File: src/rtl/flp_fif_vr.sv
// Flop-output FIFO with valid/ready on both sides, flush, af/ae thresholds and a high-water mark.
// Optional even-parity protection of stored entries is enabled by defining FLP_FIF_VR_PAR_EN.
module flp_fif_vr #(
    parameter int DATA_WIDTH = 8,
    parameter int DEPTH      = 8,
    parameter int AF_THR     = DEPTH - 2,
    parameter int AE_THR     = 1,
    parameter int ADDR_WIDTH = $clog2(DEPTH)
) (
    input  logic                  clk,
    input  logic                  rst_n,
    input  logic                  in_vld,
    input  logic [DATA_WIDTH-1:0] in_dat,
    output logic                  in_rdy,
    output logic                  out_vld,
    output logic [DATA_WIDTH-1:0] out_dat,
    input  logic                  out_rdy,
    input  logic                  flush,
    input  logic                  hwm_clr,
    output logic [ADDR_WIDTH:0]   cnt,
    output logic                  af,
    output logic                  ae,
    output logic [ADDR_WIDTH:0]   hwm,
    output logic                  par_err
);

    localparam int BODY_N = DEPTH - 1;
`ifdef FLP_FIF_VR_PAR_EN
    localparam int SW = DATA_WIDTH + 1;
`else
    localparam int SW = DATA_WIDTH;
`endif
    localparam logic [ADDR_WIDTH:0]   FULL     = (ADDR_WIDTH + 1)'(DEPTH);
    localparam logic [ADDR_WIDTH:0]   ONE      = (ADDR_WIDTH + 1)'(1);
    localparam logic [ADDR_WIDTH:0]   AF_C     = (ADDR_WIDTH + 1)'(AF_THR);
    localparam logic [ADDR_WIDTH:0]   AE_C     = (ADDR_WIDTH + 1)'(AE_THR);
    localparam logic [ADDR_WIDTH-1:0] PTR_LAST = ADDR_WIDTH'(DEPTH - 2);

    logic [SW-1:0]         head_q;
    logic [SW-1:0]         body_q [BODY_N];
    logic [SW-1:0]         in_word;
    logic [ADDR_WIDTH-1:0] wr_ptr, rd_ptr, wr_nxt, rd_nxt;
    logic [ADDR_WIDTH:0]   cnt_q, cnt_nxt, hwm_q, hwm_nxt;
    logic                  push, pop;
    logic                  head_ld_in, head_ld_body, body_wr;
    logic [BODY_N-1:0]     body_we;

    assign in_rdy  = (cnt_q != FULL);
    assign out_vld = (cnt_q != '0);
    assign out_dat = head_q[DATA_WIDTH-1:0];
    assign cnt     = cnt_q;
    assign hwm     = hwm_q;
    assign af      = (cnt_q >= AF_C);
    assign ae      = (cnt_q <= AE_C);

`ifdef FLP_FIF_VR_PAR_EN
    logic par_err_q;
    assign in_word = {^in_dat, in_dat};
    assign par_err = par_err_q;
`else
    assign in_word = in_dat;
    assign par_err = 1'b0;
`endif

    // Flush gates the handshakes so a same-cycle transfer touches no storage.
    always_comb begin
        push         = in_vld & in_rdy & ~flush;
        pop          = out_vld & out_rdy & ~flush;
        head_ld_in   = push & ((cnt_q == '0) | (pop & (cnt_q == ONE)));
        head_ld_body = pop & (cnt_q > ONE);
        body_wr      = push & ~head_ld_in;
        body_we      = '0;
        for (int unsigned i = 0; i < BODY_N; i++) begin
            body_we[i] = body_wr & (wr_ptr == ADDR_WIDTH'(i));
        end

        if (flush) begin
            cnt_nxt = '0;
        end else begin
            cnt_nxt = cnt_q + (ADDR_WIDTH + 1)'(push) - (ADDR_WIDTH + 1)'(pop);
        end

        if (hwm_clr) begin
            hwm_nxt = cnt_nxt;
        end else begin
            hwm_nxt = (cnt_nxt > hwm_q) ? cnt_nxt : hwm_q;
        end

        wr_nxt = wr_ptr;
        rd_nxt = rd_ptr;
        if (body_wr) begin
            wr_nxt = (wr_ptr == PTR_LAST) ? '0 : wr_ptr + 1'b1;
        end
        if (head_ld_body) begin
            rd_nxt = (rd_ptr == PTR_LAST) ? '0 : rd_ptr + 1'b1;
        end
        // With at most the head occupied the body is empty, so realign both pointers.
        if (cnt_nxt <= ONE) begin
            wr_nxt = '0;
            rd_nxt = '0;
        end
    end

    always_ff @(posedge clk) begin
        if (!rst_n) begin
            cnt_q  <= '0;
            hwm_q  <= '0;
            wr_ptr <= '0;
            rd_ptr <= '0;
        end else begin
            cnt_q  <= cnt_nxt;
            hwm_q  <= hwm_nxt;
            wr_ptr <= wr_nxt;
            rd_ptr <= rd_nxt;
        end
    end

`ifdef FLP_FIF_VR_PAR_EN
    always_ff @(posedge clk) begin
        if (!rst_n || flush) begin
            par_err_q <= 1'b0;
        end else if (out_vld && (^head_q)) begin
            par_err_q <= 1'b1;
        end
    end
`endif

    always_ff @(posedge clk) begin
        if (head_ld_in) begin
            head_q <= in_word;
        end else if (head_ld_body) begin
            head_q <= body_q[rd_ptr];
        end
        for (int unsigned i = 0; i < BODY_N; i++) begin
            if (body_we[i]) begin
                body_q[i] <= in_word;
            end
        end
    end

    a_body_we_onehot0: assert property (@(posedge clk) disable iff (!rst_n) $onehot0(body_we));
    a_cnt_range:       assert property (@(posedge clk) disable iff (!rst_n) cnt_q <= FULL);
    a_single_input:    assert property (@(posedge clk) disable iff (!rst_n) !(head_ld_in && body_wr));

endmodule

File: config.mk
export PLATFORM = sky130hd
export DESIGN_NAME = flp_fif_vr
export DESIGN_NICKNAME = d
export VERILOG_FILES = /design/src/rtl/flp_fif_vr.sv
export SDC_FILE = /design/constraint.sdc
export NUM_CORES = 1
export LEC_CHECK = 0
export CAP_MARGIN = 10
export CORE_MARGIN = 4
export CORE_UTILIZATION = 61
export CTS_CLUSTER_SIZE = 28
export DETAILED_ROUTE_END_ITERATION = 6
export PLACE_DENSITY = 0.84
export RECOVER_POWER = 50
export SLEW_MARGIN = 20
export SYNTH_ARGS = -nofsm -noshare
export SYNTH_HDL_FRONTEND = slang
export SYNTH_SLANG_ARGS = --single-unit
File: constraint.sdc
create_clock -name clk -period 8.8 [get_ports clk]
set_clock_uncertainty 0.15 [all_clocks]
set_input_delay 2.64 -clock clk [delete_from_list [all_inputs] [get_ports clk]]
set_output_delay 2.64 -clock clk [all_outputs]
set_load 0.02 [all_outputs]
==> flow_results.org, run 1 <==
** Outcome
- The run finished with clean final reports.

** Synth
- Area leader, netlist :: edfxtp_1
- In this run the cell area of the synthesized design comes to 0.00356 sq mm.
- Fraction of post-synthesis cell area in the top cell type by area :: 0.540
- For this run, the register share of the synthesized area comes to 0.636.
- Warnings from Yosys :: 0
- Cells taking the most area after synthesis :: edfxtp_1 54%, dfxtp_1 9.6%, mux4_2 5.1%
- Dominant synthesized flop cell :: edfxtp_1
- By count the netlist is led by 64 x edfxtp_1, 22 x nand2_1, 21 x o21ai_0.
- Synthesis handed over a netlist of 264 instances.
- Synthesized net count :: 290
- Cell variety after synth :: 46
- Counting flops with an async set or reset pin after synthesis yields a share of 0.
- edfxtp_1 is the most common cell in the netlist.
- Each instance of the synthesized netlist takes up on average 13.5 sq um.
- Flip-flop and latch count after synthesis :: 81
- EDFF count, synth :: 64

** CTS
- Post-CTS repair changed the size of 0 cells.
- The longest clock path from root to sink contains 2 buffers.
- After clock tree synthesis, the clock-pin slew on the worst setup and hold paths is 0.07 ns.
- In this run, CTS created clock tree buffers numbering 9.
- After clock tree synthesis, the setup repair step added 0 buffers.
- Worst-skew pair later-pin latency :: 0.35 ns
- Number of buffers inserted by hold repair at cts :: 0
- CTS built an H-tree with a depth of 3.
- Counting every sink on the clock net gives 81.
- TritonCTS built the clock tree.
- The cell sitting at the root of the clock tree is a clkbuf_8.

** Power
- Power per cell area :: 208 mW/mm^2
- Of the total power, the clock network draws 0.403.
- Of the total power, the share spent switching nets is 0.224.
- The internal power of the cells totals 678 uW.
- The share of total power dissipated in sequential elements is 0.487.
- The analysis attributes to cell leakage a power of 0.00139 uW.
- Max rail drop VDD :: 0.142 mV
- For this design the total switching power over the nets is 196 uW.
- Combinational share of power :: 0.110

** Drt
- The routed design has 6890 um of wire.
- The detailed router finished its first iteration with 227 violations.
- DRC :: 0
- In this run the remaining antenna-violating nets after routing total 0.
- For this run, the detailed router's first-pass iteration total came to 4.
- Routed via count :: 2228
- Vias/cell :: 5.91
- Dividing the detail-routed wire length by the instance count gives 18.3 um.

** Placement
- Final GP Congestion :: 0.794
- After legalization and detailed placement, the total HPWL measured 4590 um.
- In this run, placement finished with an instance count of 361.
- Once placement finished, the instance area stood at 0.00394 sq mm.
- Port buffering added 33 buffers.

** Setup path
- Required time of the worst setup path :: 8.92 ns
- Critical path class :: in -> reg
- Max Fanout on Critical Path :: 9
- STA classifies the critical path startpoint as a primary input.
- STA classifies the critical path endpoint as a register.
- Data on the critical path arrives at its endpoint at 6.29 ns.

** STA
- Relative slew slack :: 0.355
- Setup TNS :: 0 ns
- Setup repair after global routing left no endpoint under its margin.
- Post-layout min period :: 6.16 ns
- Derived from the worst setup path, the maximum achievable clock frequency is 162 MHz.
- Dividing the final minimum period by the clock period gives 0.700.
- Number of hold violations in the final report :: 0
- Finish-stage setup viols :: 0
- For the pin with the worst max-slew slack, the measured transition is 0.965 ns.
- The final-report max-slew violation count came to 0.

** Cells and area
- Final Instance Area :: 0.00421 sq mm
- The final layout contains 326 nets.
- Number of inserted diodes :: 0
- In the final layout, the share of cells above drive strength 1 is 0.115.
- Number of filler cells placed in the layout :: 341
- The finished layout holds 377 standard cells, fillers aside.
- The area growth from synthesis to layout is 18.3%.

** Floorplanning
- Site Rows :: 27
- Area of the die :: 0.00711 sq mm
- Boundary Pins :: 35
- Die Span Y :: 84.4 um
- The initial utilization of the core area, before any placement, comes to 0.638.
- Chip width :: 84.4 um
- Core region area :: 0.00557 sq mm

** Global routing
- First-pass GRT wire length :: 11000 um
- Overall global routing resource usage :: 0.208
- Summed over all layers, the global routing overflow is 0.
- The number of antenna violations at the first check in global routing was 0.
- Number of global-route vias before repair :: 2114
- Pin count of the biggest net entering global routing :: 18

** Worst hold path
- The tightest min-delay check is of the reg -> reg type.

** Run
- Max-cap violations in this run came to 0.
==> cells in the final DEF, fill, tap and decap left out, drive strengths merged, types with 5 or more instances in the layout <==
| master | n |
|---|---|
| edfxtp | 64 |
| a21oi | 7 |
| mux4 | 8 |
| nor2b | 6 |
| dlygate4sd3 | 26 |
| clkdlybuf4s50 | 7 |
| nor3 | 8 |
| nand2b | 5 |
| mux2i | 13 |
| dfxtp | 17 |
| nor2 | 20 |
| inv | 12 |
| ha | 11 |
| o211ai | 9 |
| clkbuf | 9 |
| nand2 | 22 |
| o21ai | 22 |
==> final timing paths <==
kind | start | endpoint | slack (ns) | depth (start not counted)
worst max-delay path | flush | hwm[1] | 2.64 | 16
worst min register to register | rd_ptr[2] | rd_ptr[2] | 0.40 | 1
worst max register to register | cnt[2] | hwm[1] | 4.77 | 18
worst min-delay path | rd_ptr[2] | rd_ptr[2] | 0.40 | 1
==> worst max-delay path, stage by stage <==
cell	delay (ns)
dlygate4sd3_1	0.71
nand2b_1	0.21
nor2b_1	0.07
ha_1	0.28
inv_1	0.06
ha_1	0.15
inv_1	0.05
fa_1	0.55
nor2_1	0.07
ha_1	0.30
nor2b_1	0.14
o21a_1	0.19
o21ai_4	0.24
inv_2	0.07
or4_1	0.46
o211ai_1	0.09
==> area by class of cell <==
| class | count | area [sq um] | area share |
|---|---|---|---|
| clock buffer | 9 | 124 | 0.0295 |
| timing repair buffer | 36 | 353 | 0.0839 |
| sequential | 81 | 2260 | 0.538 |
| inverter | 11 | 41.3 | 0.00982 |
| tap | 72 | 90.1 | 0.0214 |
| clock inverter | 7 | 141 | 0.0336 |
| multi-input combinational | 161 | 1190 | 0.284 |
==> routing by layer <==
metal,share of wire,vias to the layer above,GRT usage
met1,0.41,1082,0.274
met5,0,-,0
met3,0.073,8,0.0520
li1,-,1048,-
met2,0.50,90,0.339
met4,0.013,0,0.0734
==> cells by family after synthesis <==
logic type               after synthesis  synth area share
buffers and inverters                 22            0.0271
AND/OR/NAND/NOR                       74            0.0992
XOR/XNOR                               2           0.00704
adder cells (fa/ha/maj)               12            0.0443
other                                  1           0.00105
multiplexers                          21            0.0873
AO/OA/AOI/OAI                         51            0.0978
flip-flops                            81             0.636
==> flip-flops by register name, summed over array words and instances (netlist names), named ones only <==
register  count
rd_ptr        3
body_q       56
hwm           4
wr_ptr        3
cnt           4
out_dat       8
==> through the flow <==
| stage | total power, uW | util | hold slack [ns] | setup slack (ns) |
|---|---|---|---|---|
| final | 874 | 0.754 | 0.403 | 2.64 |
| after global routing | 906 | 0.754 | 0.437 | 2.48 |
| after CTS | 882 | 0.755 | 0.400 | 2.71 |
| after detailed placement | 534 | 0.708 | 0.390 | 2.37 |
| after global placement | 531 | 0.708 | 0.387 | 2.44 |
| after floorplan | 498 | - | 0.348 | 3.07 |
==> power groups by stage <==
stage / logic (uW) / registers (uW) / clock network [uW]
2_1_floorplan: 55.4 / 442 / 0
3_3_place_gp: 97.1 / 434 / 0
3_5_place_dp: 99.4 / 435 / 0
4_1_cts: 100 / 426 / 356
5_1_grt: 105 / 427 / 374
6_report: 96.6 / 426 / 352
No activity file was read; power rests on OpenSTA's default activity.
==> inputs of run 2 (changes only) <==
--- a/config.mk
+++ b/config.mk
@@ -7,10 +7,10 @@
 export LEC_CHECK = 0
 export CAP_MARGIN = 10
 export CORE_MARGIN = 4
-export CORE_UTILIZATION = 61
+export CORE_UTILIZATION = 56
 export CTS_CLUSTER_SIZE = 28
 export DETAILED_ROUTE_END_ITERATION = 6
-export PLACE_DENSITY = 0.84
+export PLACE_DENSITY = 0.78
 export RECOVER_POWER = 50
 export SLEW_MARGIN = 20
 export SYNTH_ARGS = -nofsm -noshare
==> constraint.sdc (replaced) <==
create_clock -name clk -period 6.2 [get_ports clk]
set_clock_uncertainty 0.15 [all_clocks]
set_input_delay 1.86 -clock clk [delete_from_list [all_inputs] [get_ports clk]]
set_output_delay 1.86 -clock clk [all_outputs]
set_load 0.02 [all_outputs]
==> run 2 against run 1 <==
Compared with the run above:
- combinational power is 42% higher
- register-to-register slack worse by 2.6 ns
- count of clock-buffer cells in the layout is 1 higher
- largest power group unchanged
- first-iteration DRC count is 24% lower
- die area is 8.1% higher
- non-clock buffer count is 1 lower
- global-route usage is 2.2 points lower
- sequential power is 42% higher
==> flow_results.org, run 2 (synthesized netlist as in run 1, its figures left out) <==
** Drt
- The via density per instance was 5.76 (-2.5%).
- DR iter-0 viols :: 173 (-24%)
- The number of iterations in the first detailed-routing pass is 4 (unchanged).
- Routed via count :: 2184 (-2.0%)
- Routed len/inst :: 17.1 um (-6.4%)
- Routed wire length :: 6480 um (-5.9%)
- DRC :: 0 (unchanged)
- The remaining antenna violation count after routing is 0 (unchanged).

** Setup path
- The signal arrival time at the worst endpoint was 5.48 ns (-0.81 ns).
- By startpoint and endpoint, the worst setup path is classified as in -> reg.
- The worst register-to-register path ends at hwm[1].
- Setup slack of the most critical reg-to-reg path :: 2.18 ns (-2.59 ns)
- Crit end category :: register
- The buffers plus inverters on the worst setup path came to 4 (unchanged).
- The largest individual stage delay along the critical path comes from the cell dlygate4sd3_1.
- Path depth of the worst reg2reg path :: 18 (unchanged)
- The startpoint identified for the worst register-to-register timing path is cnt[2].
- STA classifies the critical path startpoint as a primary input.
- Top Family by Delay on Critical Path :: adder cells
- The logic depth of the worst setup path including buffers was 16 (unchanged).
- Max Fanout on Critical Path :: 9 (unchanged)
- Startpoint of the most critical setup path :: flush
- Counting stages on the worst path, the most repeated cell is ha_1.
- The signal on the critical path passes through dlygate4sd3_1, nand2b_1, nor2b_1, ha_1, inv_1, ha_1, inv_1, fa_1, nor2_1, ha_1, nor2b_1, o21a_1, o21ai_4, inv_2, or4_1, o211ai_1.
- CP max stage delay :: 0.70 ns (about the same)
- In this run the worst setup path terminates at hwm[1].
- Required time of the worst setup path :: 6.31 ns (-2.61 ns)

** CTS
- The number of gates given a new drive strength after cts was 0 (unchanged).
- CTS buffer count :: 9 (unchanged)
- The maximum buffer depth of the clock tree is 2 (unchanged).
- The root buffer cell chosen for the clock tree is clkbuf_8.
- The latest clock arrival within the worst-skew pair is 0.33 ns (-0.02 ns).
- The count of hold buffers inserted by post-cts repair is 0 (unchanged).
- Post-CTS clock slew at the launch and capture registers of the worst setup and hold paths :: 0.08 ns (about the same)
- The buffer count from post-CTS setup fixing was 0 (unchanged).
- CTS tree :: yes
- Htree depth :: 3 (unchanged)
- TritonCTS Sinks :: 81 (unchanged)

** Floorplanning
- The floorplan die area is 0.00769 sq mm (+8.1%).
- The count of standard-cell rows is 28 (+3.7%).
- Chip width :: 87.7 um (+4.0%)
- Boundary Pins :: 35 (unchanged)
- Starting Density :: 0.590 (-0.0478)
- Core region area :: 0.00603 sq mm (+8.1%)
- Die Span Y :: 87.7 um (+4.0%)

** Worst hold path
- The cell depth of the worst hold path is 2 (+1).
- Min-delay worst type :: reg -> reg

** Placement
- The weighted congestion reported at the end of routability-driven placement came to 0.836 (+5.3%).
- Number of buffers inserted by port buffering :: 33 (unchanged)
- DPL Wire Length :: 4270 um (-7.0%)

** Cells and area
- Max FFs per register :: 56 (unchanged)
- Multi-input combinational cell area :: 0.00120 sq mm (+0.42%)
- More flip-flops sit in one register than any other, and that register is body_q.
- The number of nets in the final layout is 325 (-0.31%).
- Area added between synthesis and finish :: 17.0%
- Most common cell after layout, fill and taps aside :: edfxtp_1
- Leaving out fill and tap cells, the most frequent cells in the layout are 64 x edfxtp_1, 27 x dlygate4sd3_1, 22 x nand2_1, 21 x o21ai_0, 19 x nor2_1.
- Number of inserted diodes :: 0 (unchanged)
- The area taken by flip-flops and latches came to 0.00226 sq mm (unchanged).
- The fraction of layout cells with a size suffix above 1 is 0.115 (+0.000377).
- Final standard cell utilization of the core :: 0.690 (-0.0642)
- The count of fill cells added during filler insertion was 436 (+28%).

** STA
- The setup violation total in the final timing report was 0 (unchanged).
- Post-layout min period :: 5.37 ns
- WHS :: 0.409 ns (+0.00552 ns)
- Pin slew with the least headroom to its limit :: 0.943 ns (-0.0229 ns)
- Static timing analysis puts the maximum clock frequency at 186 MHz.
- Setup repair after global routing left no endpoint under its margin.
- Setup TNS :: 0 ns (unchanged)
- In the finished design, the share of the clock period the worst path needs comes to 0.867.
- The final-report hold violation count is 0 (unchanged).
- The final-report max-slew violation count came to 0 (unchanged).
- Relative slew slack :: 0.371 (+0.0153)

** Global routing
- The number of antenna violations at the first check in global routing came to 0 (unchanged).
- The maximum number of pins on one net before global-route repair came to 18 (unchanged).
- The global route total overflow is 0 (unchanged).
- First-pass GRT wire length :: 10600 um (-4.0%)
- The via count of the first global-routing pass came to 2210 (+4.5%).
- Overall global routing resource usage :: 0.186 (-0.0221)

** Power
- The sum of internal, switching and leakage power is 1150 uW (+32%).
- The largest voltage drop on the vdd net came to 0.157 mV (+11%).
- The leakage power was 0.00135 uW (-2.3%).
- The total power density per cell area is 277 mW/mm^2 (+33%).

** Run
- The count of maximum capacitance violations was 0 (unchanged).

** Outcome
- The flow ran to the end, and the final reports show no timing, DRC or antenna violations.
==> run 2: cell type report <==
class	count	area share
clock buffers	10	0.0307
clock inverters	6	0.0217
inverters	11	0.00993
multi-input cells	161	0.288
flip-flops and latches	81	0.544
well taps	75	0.0226
repair buffers	35	0.0830
==> run 2: through the flow <==
stage | setup slack [ns] | std cells | instance area (sq um)
after floorplan | 1.25 | 264 | 3560
after global placement | 0.655 | 363 | 3950
after detailed placement | 0.535 | 363 | 3950
after CTS | 0.894 | 379 | 4160
after global routing | 0.595 | 379 | 4160
final | 0.827 | 379 | 4160
==> run 2: where the power goes <==
group          internal (uW)  switching (uW)
clock network            229             182
logic                   56.1            81.3
registers                598            7.02
total                    883             270
==> run 2: worst register-to-register path, cell delays in order (launching register included) <==
cell and delay [ns]:
dfxtp_1 0.33, inv_1 0.11, ha_1 0.14, nor2b_1 0.32, nand2b_1 0.13, nor2b_1 0.15, ha_1 0.28, inv_1 0.05
ha_1 0.15, inv_1 0.06, fa_1 0.54, nor2_1 0.06, ha_1 0.29, nor2b_1 0.14, o21a_1 0.19, o21ai_4 0.24
inv_2 0.07, or4_1 0.47, o211ai_1 0.09
==> run 2: per-layer routing <==
layer,vias to the layer above,global-route usage,share of wire
met4,0,0.0823,0.0083
li1,1049,-,-
met3,4,0.0546,0.080
met2,91,0.289,0.50
met1,1040,0.244,0.42
met5,-,0,0
==> run 2: how the worst min path moves through the flow <==
stage,startpoint,end
3_3_place_gp,rd_ptr[2],rd_ptr[2]
4_1_cts,rd_ptr[2],rd_ptr[2]
2_1_floorplan,rd_ptr[2],register
6_report,hwm[1],hwm[1]
5_1_grt,rd_ptr[2],rd_ptr[2]
3_5_place_dp,rd_ptr[2],rd_ptr[2]
==> inputs of run 3 (changes only) <==
--- a/config.mk
+++ b/config.mk
@@ -16,3 +16,4 @@
 export SYNTH_ARGS = -nofsm -noshare
 export SYNTH_HDL_FRONTEND = slang
 export SYNTH_SLANG_ARGS = --single-unit
+export TNS_END_PERCENT = 5
==> results of run 3 <==
Same layout as run 2: the final DEF is identical, and so are final timing and power.
